**src/rtl/pe_flit_injector_if.sv**
```systemverilog
// pe_flit_injector_if: neuron-side word handshake plus switch-side flit handshake
// of the PE injector; master drives words and flit-ready, slave is the injector.
interface pe_flit_injector_if #(
    parameter int data_width  = 8,
    parameter int total_width = 16
);
    logic [data_width-1:0]  i_data;
    logic                   i_valid;
    logic                   o_ready;
    logic [total_width-1:0] o_flit;
    logic                   o_valid;
    logic                   i_ready;
    logic                   o_done;

    modport master (
        output i_data, i_valid, i_ready,
        input  o_ready, o_flit, o_valid, o_done
    );

    modport slave (
        input  i_data, i_valid, i_ready,
        output o_ready, o_flit, o_valid, o_done
    );
endinterface

```
**src/rtl/pe_flit_injector.sv**
```systemverilog
// pe_flit_injector: captures one neuron word and emits one flit per entry of dest_list.
// Optional macro INJ_INPUT_BUF_EN adds a one-entry input buffer for back-to-back words.
module pe_flit_injector #(
    parameter int                     x_size      = 2,
    parameter int                     y_size      = 2,
    parameter logic [x_size-1:0]      x_coord     = x_size'(1),
    parameter logic [y_size-1:0]      y_coord     = y_size'(1),
    parameter int                     data_width  = 8,
    parameter int                     total_width = 2*x_size + 2*y_size + data_width,
    parameter int                     num_dest    = 4,
    parameter logic [num_dest*(x_size+y_size)-1:0] dest_list =
        {2'd2, 2'd3, 2'd2, 2'd2, 2'd2, 2'd1, 2'd2, 2'd0}
) (
    input logic               clk,
    input logic               rst,
    pe_flit_injector_if.slave bus
);

    localparam int ent_w = x_size + y_size;
    localparam int idx_w = (num_dest > 1) ? $clog2(num_dest) : 1;
    localparam logic [idx_w-1:0] IDX_ZERO = {idx_w{1'b0}};
    localparam logic [idx_w-1:0] IDX_ONE  = idx_w'(1);
    localparam logic [idx_w-1:0] IDX_LAST = idx_w'(num_dest - 1);

    typedef enum logic [0:0] {IDLE = 1'b0, SEND = 1'b1} state_t;

    state_t                  state_r;
    logic [data_width-1:0]   word_r;
    logic [idx_w-1:0]        idx_r;
    logic                    valid_r;
    logic                    done_r;
    logic                    ready_s;
    logic                    acc_s;
    logic                    xfer_s;
    logic                    last_s;
    logic [ent_w-1:0]        dest_tbl_s [num_dest];
`ifdef INJ_INPUT_BUF_EN
    logic [data_width-1:0]   buf_r;
    logic                    buf_vld_r;
`endif

    for (genvar g = 0; g < num_dest; g++) begin : g_dest
        assign dest_tbl_s[g] = dest_list[g*ent_w +: ent_w];
    end

    // Input-side readiness, decoded purely from registers
    always_comb begin
        ready_s = 1'b0;
`ifdef INJ_INPUT_BUF_EN
        if (buf_vld_r) begin
            ready_s = 1'b0;
        end else begin
            ready_s = 1'b1;
        end
`else
        if (state_r == IDLE) begin
            ready_s = 1'b1;
        end else begin
            ready_s = 1'b0;
        end
`endif
    end

    assign acc_s  = bus.i_valid & ready_s;
    assign xfer_s = valid_r & bus.i_ready;
    assign last_s = (idx_r == IDX_LAST);

    // Injector FSM: capture word, walk the destination list, pulse done on the last flit
    always_ff @(posedge clk) begin
        if (rst) begin
            state_r   <= IDLE;
            word_r    <= {data_width{1'b0}};
            idx_r     <= IDX_ZERO;
            valid_r   <= 1'b0;
            done_r    <= 1'b0;
`ifdef INJ_INPUT_BUF_EN
            buf_r     <= {data_width{1'b0}};
            buf_vld_r <= 1'b0;
`endif
        end else begin
            done_r <= 1'b0;
            case (state_r)
                IDLE: begin
                    if (acc_s) begin
                        word_r  <= bus.i_data;
                        idx_r   <= IDX_ZERO;
                        state_r <= SEND;
                        valid_r <= 1'b1;
                    end
                end
                SEND: begin
                    if (xfer_s) begin
                        if (!last_s) begin
                            idx_r <= idx_r + IDX_ONE;
                        end else begin
                            done_r <= 1'b1;
                            idx_r  <= IDX_ZERO;
`ifdef INJ_INPUT_BUF_EN
                            // A buffered word takes precedence; else a same-cycle word goes straight in
                            if (buf_vld_r) begin
                                word_r    <= buf_r;
                                buf_vld_r <= 1'b0;
                            end else if (acc_s) begin
                                word_r <= bus.i_data;
                            end else begin
                                state_r <= IDLE;
                                valid_r <= 1'b0;
                            end
`else
                            state_r <= IDLE;
                            valid_r <= 1'b0;
`endif
                        end
                    end
`ifdef INJ_INPUT_BUF_EN
                    if (acc_s && !(xfer_s && last_s)) begin
                        buf_r     <= bus.i_data;
                        buf_vld_r <= 1'b1;
                    end
`endif
                end
                default: begin
                    state_r <= IDLE;
                    idx_r   <= IDX_ZERO;
                    valid_r <= 1'b0;
                end
            endcase
        end
    end

    assign bus.o_ready = ready_s;
    assign bus.o_valid = valid_r;
    assign bus.o_done  = done_r;
    assign bus.o_flit  = {word_r, x_coord, y_coord, dest_tbl_s[idx_r]};

endmodule

```
**src/flat_wrapper.sv**
```systemverilog
// flat-port wrapper written by rule: the top's interface ports become plain ports
module pe_flit_injector_flat 
#(
    parameter int                     x_size      = 2,
    parameter int                     y_size      = 2,
    parameter logic [x_size-1:0]      x_coord     = x_size'(1),
    parameter logic [y_size-1:0]      y_coord     = y_size'(1),
    parameter int                     data_width  = 8,
    parameter int                     total_width = 2*x_size + 2*y_size + data_width,
    parameter int                     num_dest    = 4,
    parameter logic [num_dest*(x_size+y_size)-1:0] dest_list =
        {2'd2, 2'd3, 2'd2, 2'd2, 2'd2, 2'd1, 2'd2, 2'd0}
)
  (clk, rst, bus_i_data, bus_i_valid, bus_i_ready, bus_o_ready, bus_o_flit, bus_o_valid, bus_o_done);
  pe_flit_injector_if #(.data_width(data_width), .total_width(total_width)) bus_i ();
  input logic clk;
  input logic rst;
  input wire logic [$bits(bus_i.i_data)-1:0] bus_i_data;
  input wire logic [$bits(bus_i.i_valid)-1:0] bus_i_valid;
  input wire logic [$bits(bus_i.i_ready)-1:0] bus_i_ready;
  output wire logic [$bits(bus_i.o_ready)-1:0] bus_o_ready;
  output wire logic [$bits(bus_i.o_flit)-1:0] bus_o_flit;
  output wire logic [$bits(bus_i.o_valid)-1:0] bus_o_valid;
  output wire logic [$bits(bus_i.o_done)-1:0] bus_o_done;
  assign bus_i.i_data = bus_i_data;
  assign bus_i.i_valid = bus_i_valid;
  assign bus_i.i_ready = bus_i_ready;
  assign bus_o_ready = bus_i.o_ready;
  assign bus_o_flit = bus_i.o_flit;
  assign bus_o_valid = bus_i.o_valid;
  assign bus_o_done = bus_i.o_done;
  pe_flit_injector #(.x_size(x_size), .y_size(y_size), .x_coord(x_coord), .y_coord(y_coord), .data_width(data_width), .total_width(total_width), .num_dest(num_dest), .dest_list(dest_list)) u_core (.clk(clk), .rst(rst), .bus(bus_i));
endmodule
```
**config.mk**
```make
export PLATFORM = sky130hd
export DESIGN_NAME = pe_flit_injector_flat
export DESIGN_NICKNAME = d
export VERILOG_FILES = /design/src/rtl/pe_flit_injector_if.sv /design/src/rtl/pe_flit_injector.sv /design/src/flat_wrapper.sv
export SDC_FILE = /design/constraint.sdc
export NUM_CORES = 1
export LEC_CHECK = 0
export ABC_CLOCK_PERIOD_IN_PS = 1100
export BUFFER_PORTS_ARGS = -buffer_cell sky130_fd_sc_hd__buf_4
export CAP_MARGIN = 5
export CORE_UTILIZATION = 40
export DETAILED_ROUTE_END_ITERATION = 8
export GPL_TIMING_DRIVEN = 0
export PLACE_DENSITY = 0.72
export SLEW_MARGIN = 20
export SYNTH_ARGS = -nofsm -noshare
export SYNTH_HDL_FRONTEND = slang
export SYNTH_SLANG_ARGS = --single-unit
export TNS_END_PERCENT = 50
```
**constraint.sdc**
```tcl
create_clock -name clk -period 1.1 [get_ports clk]
set_clock_uncertainty 0.05 [all_clocks]
set_input_delay 0.055 -clock clk [delete_from_list [all_inputs] [get_ports clk]]
set_output_delay 0.055 -clock clk [all_outputs]
set_load 0.05 [all_outputs]
```
After elaboration in Yosys (flattened, before gate mapping)
Cells that the tools add are included.
W data, S select, Z words.
{"block": "totals", "word_cells": 37, "latch_bits": 0, "regBits": 13, "mem_count": 0, "output_inout_bits": 19, "ramBits": 0, "romBits": 0}
{"block": "classes", "muxes": 17, "n_eq_ne": 4, "n_bitwise": 5, "n_addsub": 1, "multipliers": 0, "shifts": 0, "n_lt_le_gt_ge": 1, "div": 0, "reduce_logical": 4}
{"operator": "$bmux W4 S2", "count": 1}
{"operator": "$mux W1", "count": 8}
{"operator": "$mux W4", "count": 2}
{"operator": "$mux W2", "count": 3}
{"operator": "$ne A2 B2 Y1 const B", "count": 2}
{"operator": "$pmux W1 S2", "count": 2}
{"operator": "$pmux W2 S2", "count": 1}
{"operator": "$reduce_and A2 Y1", "count": 2}
{"operator": "$ge A3 B3 Y1 const B", "count": 1}
{"operator": "$not A2 Y3", "count": 1}
{"operator": "$reduce_and A3 Y1", "count": 1}
{"operator": "$reduce_or A3 Y1", "count": 1}
{"operator": "$add A2 B1 Y2 const B", "count": 1}
{"operator": "$and A1 B1 Y1", "count": 2}
{"operator": "$eq A2 B2 Y1 const B", "count": 1}
{"operator": "$ne A2 B1 Y1 const B", "count": 1}
{"operator": "$not A1 Y1", "count": 2}

Longest topological paths before layout
Gate-level depths: netlist (run 1).
{"block": "logic_depth", "ltp_word": 4, "ltp_mapped": 4, "ltp_nobuf": 4}

Least setup slack after synthesis (run 1)
OpenSTA, ideal clock, no wires.
{"block": "synth_path", "path_kind": "flip-flop to flip-flop", "start": "reg u_core.idx_r[1]", "end": "reg u_core.valid_r (netlist: u_core.bus.o_valid)", "setup_time_ps": 128, "n_path_buf": 0, "stages_incl_launch_ff": 5, "slack_ps": -230, "arrival_ps": 1152, "cell_sequence": "dfxtp_1 > ha_1 > nand3_1 > a21oi_1 > nor2_1"}
{"block": "synth_between", "elab_chain_len": 3}
{"element": "start, declared", "line_no": "pe_flit_injector.sv:29", "text": "logic [idx_w-1:0] idx_r;"}
{"element": "start signal, assigned", "line_no": "pe_flit_injector.sv:94", "text": "idx_r <= idx_r + IDX_ONE;"}
{"element": "$eq A2 B2 Y1", "line_no": "pe_flit_injector.sv:66", "text": "assign last_s = (idx_r == IDX_LAST);"}
{"element": "named net u_core.last_s", "line_no": "pe_flit_injector.sv:35", "text": "logic last_s;"}
{"element": "$ne A2 B2 Y1 (no source line)"}
{"element": "$reduce_and A3 Y1 (no source line)"}
{"element": "end signal, assigned", "line_no": "pe_flit_injector.sv:74", "text": "valid_r <= 1'b0;"}
{"element": "end signal, assigned", "line_no": "pe_flit_injector.sv:88", "text": "valid_r <= 1'b1;"}
{"element": "end signal, assigned", "line_no": "pe_flit_injector.sv:111", "text": "valid_r <= 1'b0;"}
{"element": "end, declared", "line_no": "pe_flit_injector.sv:30", "text": "logic valid_r;"}
The timed path passes the listed nets, and every way through them passes these cells.
A chain may end at the register's enable or synchronous reset.

Worst setup path after layout (run 1)
{"block": "layout_path", "start": "reg u_core.state_r", "end": "reg u_core.idx_r[1]"}
{"block": "layout_between", "elab_chain_len": 4, "elab_cells_between_ends": 7, "cone_classes": "eq/ne (2); mux (2); bitwise (2); reduce/logical (1)"}
{"element": "start, declared", "line_no": "pe_flit_injector.sv:27", "text": "state_t state_r;"}
{"element": "start signal, assigned", "line_no": "pe_flit_injector.sv:71", "text": "state_r <= IDLE;"}
{"element": "start signal, assigned", "line_no": "pe_flit_injector.sv:87", "text": "state_r <= SEND;"}
{"element": "start signal, assigned", "line_no": "pe_flit_injector.sv:110", "text": "state_r <= IDLE;"}
{"element": "$mux W1", "line_no": "pe_flit_injector.sv:56", "text": "if (state_r == IDLE) begin"}
{"element": "$and A1 B1 Y1", "line_no": "pe_flit_injector.sv:64", "text": "assign acc_s = bus.i_valid & ready_s;"}
{"element": "$ne A2 B1 Y1 (no source line)"}
{"element": "$reduce_and A2 Y1 (no source line)"}
Several ways; a longest one is shown, not always the timed one.

==> results of run 1 <==
==> where the power goes <==
part	switching (W)	internal, W	total [W]
registers	0.0000157	0.000495	0.000510
clock network	0.000156	0.000141	0.000297
logic	0.000186	0.000114	0.000300
total	0.000358	0.000749	0.00111
==> state kept, by name, indices dropped and copies added, names as in the netlist <==
| name | flops |
|---|---|
| u_core.idx_r | 2 |
| u_core.state_r | 1 |
| u_core.word_r | 8 |
| u_core.bus.o_valid | 1 |
| u_core.bus.o_done | 1 |
==> through the flow <==
step,hold slack [ns],instances
4_1_cts,0.0531,122
3_3_place_gp,0.196,109
6_report,0.0539,122
2_1_floorplan,0.0741,71
5_1_grt,0.0696,122
3_5_place_dp,0.203,109
==> final timing paths <==
| check | from | end | slack, ns |
|---|---|---|---|
| setup / recovery | u_core.state_r$_SDFF_PP0_ | u_core.idx_r[1]$_SDFFE_PP0P_ | 0.09 |
| hold / removal | bus_i_valid | u_core.state_r$_SDFF_PP0_ | 0.05 |
| setup reg to reg | u_core.state_r$_SDFF_PP0_ | u_core.idx_r[1]$_SDFFE_PP0P_ | 0.09 |
| hold reg to reg | u_core.word_r[2]$_SDFFE_PP0P_ | u_core.word_r[2]$_SDFFE_PP0P_ | 0.41 |
==> repair_timing <==
item                       4_1_cts  5_1_grt
resized for setup                0        4
setup endpoints to repair        0       13
hold buffers                     9        0
hold endpoints to repair         9        0
buffers inserted                 0        0
==> cell families (layout without fill, tap and decap cells) <==
group | after synthesis | after routing | synth area share [%]
AOI/OAI and AO/OA | 14 | 14 | 14.0
adders and majority gates | 1 | 1 | 2.33
buffers and inverters | 10 | 47 | 12.1
DFF | 13 | 13 | 48.5
other | 2 | 6 | 1.40
and+or+nand+nor | 27 | 27 | 21.7
==> placed cells by master, fill, tap and decap left out, drive strengths merged, types with 2 or more instances in the layout <==
master / instances
buf: 31
nand2: 18
dfxtp: 13
a21oi: 11
dlygate4sd3: 9
conb: 6
clkbuf: 6
nor2: 3
nand2b: 2
==> critical path, delay by kind of cell, from the launching register on <==
family             cells  cell delay, ns
AOI/OAI and AO/OA      1            0.14
and+or+nand+nor        2            0.40
DFF                    1            0.35
==> layer usage <==
metal	global-route usage, %	vias to the layer above
met4	12.9	0
met3	4.05	4
met5	0	-
li1	-	284
met1	22.5	238
met2	35.0	19
==> area by class of cell <==
type,count,share of cell area (%)
buffer,9,7.44
multi-input combinational,48,25.9
clock buffer,4,3.00
inverter,1,0.429
timing repair buffer,33,30.9
tap,14,2.00
sequential,13,30.3
==> flow_results.org, run 1 <==
** Placement
- Timing analysis after detailed placement gives a worst setup slack of a little over 0.05 ns.
- Port Buf Inserts :: 24
- Area of placed instances :: 753 µm²
- Routability-driven placement finished with a final weighted congestion of ~0.71.
- Detailed placement HPWL :: about 860 µm

** Yosys
- For this run, the leading register cell type out of synthesis is sky130_fd_sc_hd__dfxtp_1.
- For this run, the number of Yosys warnings is 0.
- Post-Synthesis Cells :: 67
- Cell taking the most area after synthesis :: sky130_fd_sc_hd__dfxtp_1
- Of the synthesized area, sequential elements account for between 40 and 50%.
- The synthesized design devotes to its leading area cell type between 40% and 50% of total area.
- In this run the cell area of the synthesized design comes to about 540 µm².
- Netlist cell types :: 18
- Synthesis inferred 13 register bits.
- Of all flip-flops after synthesis, the portion carrying an async set or reset was 0%.
- Number of enable flip-flop cells after synthesis :: 0
- Main area contributors after synthesis :: sky130_fd_sc_hd__dfxtp_1 (48%), sky130_fd_sc_hd__nand2_1 (13%), sky130_fd_sc_hd__a21oi_1 (10%), sky130_fd_sc_hd__buf_4 (9.8%), sky130_fd_sc_hd__ha_1 (2.3%)
- In the post-synthesis netlist, the cell with the most instances is sky130_fd_sc_hd__nand2_1.
- A synthesized cell averages between 8 and 9 µm².
- List of most frequent post-synthesis cells :: sky130_fd_sc_hd__nand2_1 (18), sky130_fd_sc_hd__dfxtp_1 (13), sky130_fd_sc_hd__a21oi_1 (11), sky130_fd_sc_hd__buf_4 (7), sky130_fd_sc_hd__nor2_1 (3)

** Route
- In the detailed route, the total length drawn on met2 is 708 µm.
- Vias after detailed routing :: about 550
- First-pass iteration count of the detailed router :: 4
- For this run, design rule violations remaining after detail routing come to 0.
- Summed over all layers, the routed wires come to 1.36 mm.
- The detailed router put a total of 549 µm of wire on met1.
- Starting DRC count in detailed routing :: 10
- Antenna violation net count after detailed routing :: 0
- Vias/cell :: 4.47
- Routed wire length on met3 :: 82 µm
- Routed wire length per instance :: 11.2 µm
- The highest layer touched by signal routing is met4.

** Floorplanning
- The initial utilization of the core area, before any placement, comes to a little under half.
- Area of the die :: roughly 1500 µm²
- I/O pin count :: 31
- Placement row count :: 12
- In this run the vertical extent of the chip is 38.6 µm.
- The core region is about 1200 µm².
- The die is about 39 µm wide.

** Timing
- The number of endpoints with negative hold slack in the final report was 0.
- Max Clk Rate :: slightly below 1000 MHz
- Share of the cycle needed by the critical path after routing :: 92.0%
- Setup repair after global routing missed its margin :: true
- The final-report max-slew violation count is 0.
- In the post-route analysis, the smallest setup slack over all paths is between 0.08 and 0.09 ns.
- Setup-failing EPs final :: 0
- Setup TNS after final layout :: 0 ns
- Tmin final :: slightly above 1 ns

** Layout
- Counting the fill cells in the layout gives 99.
- Sequential standard cell area :: 265 µm²
- In the final layout, the multi-input gates occupy about 230 µm².
- The number of antenna diodes in the final layout is 0.
- Compared with the post-synthesis result, the final layout area differs by 62.9%.
- Cells with a size suffix above 1 make up a little under two fifths of the layout.
- Once layout is done, the placed cells without fillers occupy 875 µm².
- Final nets :: roughly 120
- At the end of the flow the core is filled with cells to between 70% and 80%.

** GRT
- Total GRT Usage :: about 20%
- Entering global routing, the biggest net connects 11 pins.
- GRT Residual Overflow :: 0
- Global-route wire length before repair :: slightly below 2 mm
- Vias in the first global route :: 475
- The initial antenna violation count was 0.

** Clock network
- In this run the clock root is driven by a sky130_fd_sc_hd__clkbuf_4.
- In this run the number of H-tree levels came out at 1.
- TritonCTS built the clock tree.
- Counting the buffers created by CTS gives 3.
- CTS Buffer Depth :: 2
- After clock tree synthesis, the clock-pin slew on the worst setup and hold paths is ~0.080 ns.
- For the worst-skew pair, the clock arrives at the later sink with an insertion delay of ~0.27 ns.
- Clock sink count :: 13

** Worst setup path
- Worst Path Arrival :: approximately 1.2 ns
- Along the worst path, the maximum fanout reaches 7.
- Longest individual stage delay on the worst path :: ~0.35 ns
- Among all stages on the critical path, the largest delay is contributed by sky130_fd_sc_hd__dfxtp_2.
- Traced cell by cell, the critical path runs through and3_1, nand3b_1, a21oi_1.
- By startpoint and endpoint, the worst setup path is classified as flop to flop.
- Kind of launch point of the worst setup path :: flop
- The number of cells on the worst reg-to-reg path is 3.
- The worst setup path is captured at a flop.
- Data on the critical path is required at its endpoint by between 1 and 1.5 ns.

** Power and ir drop
- P per Cell Area :: ~1300 nW/µm²
- Power comes to around 0.0011 W.
- The worst-case IR drop observed on VDD is 0.741 mV.
- Total leakage power :: 0.417 nW

** Hold path
- Hold Path Cell Cnt :: 3
- Kind of path behind the tightest hold check :: input port to flop

** Job
- Max-cap violations in this run came to 0.

** Run status
- Result of the run :: completed
Note: power is estimated with default switching activity, not from simulation.
==> inputs of run 2 (changes only) <==
--- a/config.mk
+++ b/config.mk
@@ -5,13 +5,13 @@
 export SDC_FILE = /design/constraint.sdc
 export NUM_CORES = 1
 export LEC_CHECK = 0
-export ABC_CLOCK_PERIOD_IN_PS = 1100
+export ABC_CLOCK_PERIOD_IN_PS = 1000
 export BUFFER_PORTS_ARGS = -buffer_cell sky130_fd_sc_hd__buf_4
 export CAP_MARGIN = 5
 export CORE_UTILIZATION = 40
 export DETAILED_ROUTE_END_ITERATION = 8
 export GPL_TIMING_DRIVEN = 0
-export PLACE_DENSITY = 0.72
+export PLACE_DENSITY = 0.74
 export SLEW_MARGIN = 20
 export SYNTH_ARGS = -nofsm -noshare
 export SYNTH_HDL_FRONTEND = slang
==> constraint.sdc (replaced) <==
create_clock -name clk -period 1 [get_ports clk]
set_clock_uncertainty 0.05 [all_clocks]
set_input_delay 0.05 -clock clk [delete_from_list [all_inputs] [get_ports clk]]
set_output_delay 0.05 -clock clk [all_outputs]
set_load 0.05 [all_outputs]
==> run 2 against run 1 <==
  * Sequential share of layout area fell by 1.0 points
  * The run now ends with negative setup slack left
  * Largest cell class unchanged
  * Die area did not move
  * Design area rose by 7.3%
  * Wire length rose by 5.7%
  * Register-to-register slack got worse by 0.10 ns
  * Cell count rose by 1.6%
  * Via count rose by 5.0%
  * Critical endpoint unchanged
  * Flip-flop and latch count did not move
  * First-iteration DRC count fell by 20%
==> flow_results.org, run 2 (synthesis results as in run 1) <==
** Run status
- Result of the run :: finished, violations left (was completed)
- Violated checks :: negative setup slack

** Clock network
- The buffer count from post-CTS setup fixing is 0 (unchanged).
- The worst-skew pair later-pin latency came to 0.26 ns (was 0.27 ns).
- Clock sink count :: 13 (unchanged)
- TritonCTS Buffers :: 3 (unchanged)
- Clk slew on worst S/H paths :: 0.07 ns (was 0.08 ns)
- TritonCTS clock tree :: built (unchanged)
- CTS Buffer Depth :: 2 (unchanged)
- CTS H-tree lvls :: 1 (unchanged)
- The CTS root buffer was sky130_fd_sc_hd__clkbuf_4 (unchanged).

** Floorplanning
- The chip height came to 38.6 µm (unchanged).
- The horizontal die dimension came to 38.6 µm (unchanged).
- The die footprint came to 1490 µm² (unchanged).
- Placement row count :: 12 (unchanged)
- The area of the core is 1170 µm² (unchanged).
- Starting Density :: 45.8% (unchanged)
- I/O pin count :: 31 (unchanged)

** Route
- Antenna violation net count after detailed routing :: 0 (unchanged)
- Vias/cell :: 4.61 (was 4.47)
- The first-iteration detailed-routing DRC count came to 8 (was 10).
- Routed wire length per instance :: 11.6 µm (was 11.2 µm)
- First-pass iteration count of the detailed router :: 4 (unchanged)
- The routed wire length came to 1.44 mm (was 1.36 mm).
- The total vias in the final route came to 572 (was 545).
- The DRC violation count after routing is 0 (unchanged).

** GRT
- The global-route wire length before repair came to 1.94 mm (was 1.97 mm).
- Initial antenna violation count :: 0 (unchanged)
- Maximum number of pins on one net before global-route repair :: 11 (unchanged)
- The overflow left after global routing came to 0 (unchanged).
- Vias in the first global route :: 472 (was 475)
- The aggregate global-route resource usage came to 19.7% (was 20.4%).

** Layout
- Largest registers: u_core.word_r x8, u_core.idx_r x2 (unchanged).
- Leading cell types in the layout, fill and taps excluded :: sky130_fd_sc_hd__buf_4 (30), sky130_fd_sc_hd__nand2_1 (18), sky130_fd_sc_hd__a21oi_1 (10) (was sky130_fd_sc_hd__buf_4 (31), sky130_fd_sc_hd__nand2_1 (18), sky130_fd_sc_hd__a21oi_1 (11))
- Non-filler instance count after layout :: 124 (was 122)
- The proportion of layout cells with a drive suffix above 1 was 41.8% (was 37.0%).
- Syn-to-layout area delta :: 74.8% (was 62.9%)
- Post-route standard cell area excluding fillers :: 938 µm² (was 875 µm²)
- The most common library cell in the layout ignoring fill and taps was sky130_fd_sc_hd__buf_4 (unchanged).
- Max reg flops :: 8 (unchanged)
- Utilization after layout :: 80.1% (was 74.7%)
- Top reg by flops :: u_core.word_r (unchanged)
- Final nets :: 124 (was 122)
- Diodes inserted :: 0 (unchanged)

** Worst setup path
- Reg2Reg Setup Slack :: -0.02 ns (was 0.09 ns)
- Setup crit start :: u_core.bus.o_valid$_SDFFE_PP0P_ (was u_core.state_r$_SDFF_PP0_)
- Critical path required time :: 1.14 ns (was 1.26 ns)
- The startpoint of the lowest-slack register-to-register path is u_core.bus.o_valid$_SDFFE_PP0P_ (was u_core.state_r$_SDFF_PP0_).
- The capturing point of the worst reg2reg path was u_core.idx_r[1]$_SDFFE_PP0P_ (unchanged).
- Cells on worst reg2reg path :: 3 (unchanged)
- The type of origin of the critical path is a flop (unchanged).
- Critical Path Fanout Max :: 5 (was 7)
- Capturing instance or port of the critical path :: u_core.idx_r[1]$_SDFFE_PP0P_ (unchanged)
- Worst Path Arrival :: 1.16 ns (was 1.17 ns)
- The type of the setup path with the least slack is flop to flop (unchanged).
- Crit end category :: flop (unchanged)

** Power and ir drop
- The power per cell area was 1310 nW/µm² (was 1270 nW/µm²).
- Total leakage power :: 0.428 nW (was 0.417 nW)
- The peak supply drop was 1.01 mV (was 0.741 mV).

** Placement
- Port Buf Inserts :: 24 (unchanged)
- Total placed cells including tap cells :: 109 (unchanged)
- The global placement routability congestion was 0.799 (was 0.707).
- Area of placed instances :: 778 µm² (was 753 µm²)

** Hold path
- The class of the most critical hold timing path is input port to flop (unchanged).

** Timing
- Max Clk Rate :: 984 MHz (was 988 MHz)
- Final Hold Viols :: 0 (unchanged)
- Setup repair after global routing missed its margin: true (unchanged).
- The tightest hold margin was 0.0527 ns (was 0.0539 ns).
- Setup TNS after final layout :: -0.0165 ns (was 0 ns)
- Share of the cycle needed by the critical path after routing :: 102% (was 92.0%)
- Worst path setup slack after routing :: -0.0165 ns (was 0.0880 ns)
- Setup-failing EPs final :: 1 (was 0)
- The shortest period the worst path allows came to 1.02 ns (was 1.01 ns).
- Slew Viols, Final :: 0 (unchanged)

** Job
- # Max-Cap Violations :: 0 (unchanged)
## run 2: how the worst min path moves through the flow
stage,from,endpoint,slack (ns),cells past startpoint
after floorplan,rst,u_core.word_r[1]$_SDFFE_PP0P_,0.07,1
after global placement,rst,u_core.word_r[1]$_SDFFE_PP0P_,0.19,2
after detailed placement,rst,u_core.word_r[7]$_SDFFE_PP0P_,0.19,2
after CTS,bus_i_ready,u_core.bus.o_valid$_SDFFE_PP0P_,0.05,4
after global routing,bus_i_ready,u_core.bus.o_valid$_SDFFE_PP0P_,0.09,4
final,bus_i_ready,u_core.bus.o_valid$_SDFFE_PP0P_,0.05,4
## run 2: per-stage QoR
stage | total power, W | setup slack, ns
4_1_cts | 0.00121 | -0.0205
5_1_grt | 0.00128 | -0.0589
3_3_place_gp | 0.000863 | -0.0246
3_5_place_dp | 0.000865 | -0.0755
6_report | 0.00123 | -0.0165
2_1_floorplan | 0.000776 | 0.00374
## run 2: layer usage
| layer | wire, µm | track usage (%) | up-vias | share of wire (%) |
|---|---|---|---|---|
| met5 | 0 | 0 | - | 0 |
| li1 | - | - | 290 | - |
| met4 | 11 | 7.76 | 0 | 0.76 |
| met3 | 74 | 3.47 | 2 | 5.1 |
| met2 | 822 | 36.7 | 19 | 57 |
| met1 | 534 | 21.5 | 261 | 37 |
## run 2: report_power, final
part	internal, W	total (W)	leakage (nW)	switching (W)
sequential	0.000537	0.000557	0.109	0.0000197
clock	0.000154	0.000319	0.0150	0.000165
combinational	0.000141	0.000351	0.304	0.000211
total	0.000832	0.00123	0.428	0.000395
## run 2: what timing repair did
item / in CTS / in global routing
endpoints found under the hold margin: 9 / 0
pin swaps: 1 / 2
setup endpoints to repair: 9 / 9
gates resized for setup: 3 / 8
hold buffers: 9 / 0
gates cloned: 0 / 2
## run 2: area by class of cell
class	count	area, µm²
sequential	13	275
buffer	9	71.3
fill	94	233
multi-input combinational	48	258
tap	14	17.5
clock buffer	4	26.3
inverter	1	3.75
timing repair buffer	35	287
## run 2: worst max-delay path, cell delays in order (launching register included)
cell and delay (ns):
sky130_fd_sc_hd__dfxtp_4 0.36, sky130_fd_sc_hd__and3_4 0.20, sky130_fd_sc_hd__nand3b_1 0.19, sky130_fd_sc_hd__a21oi_2 0.15
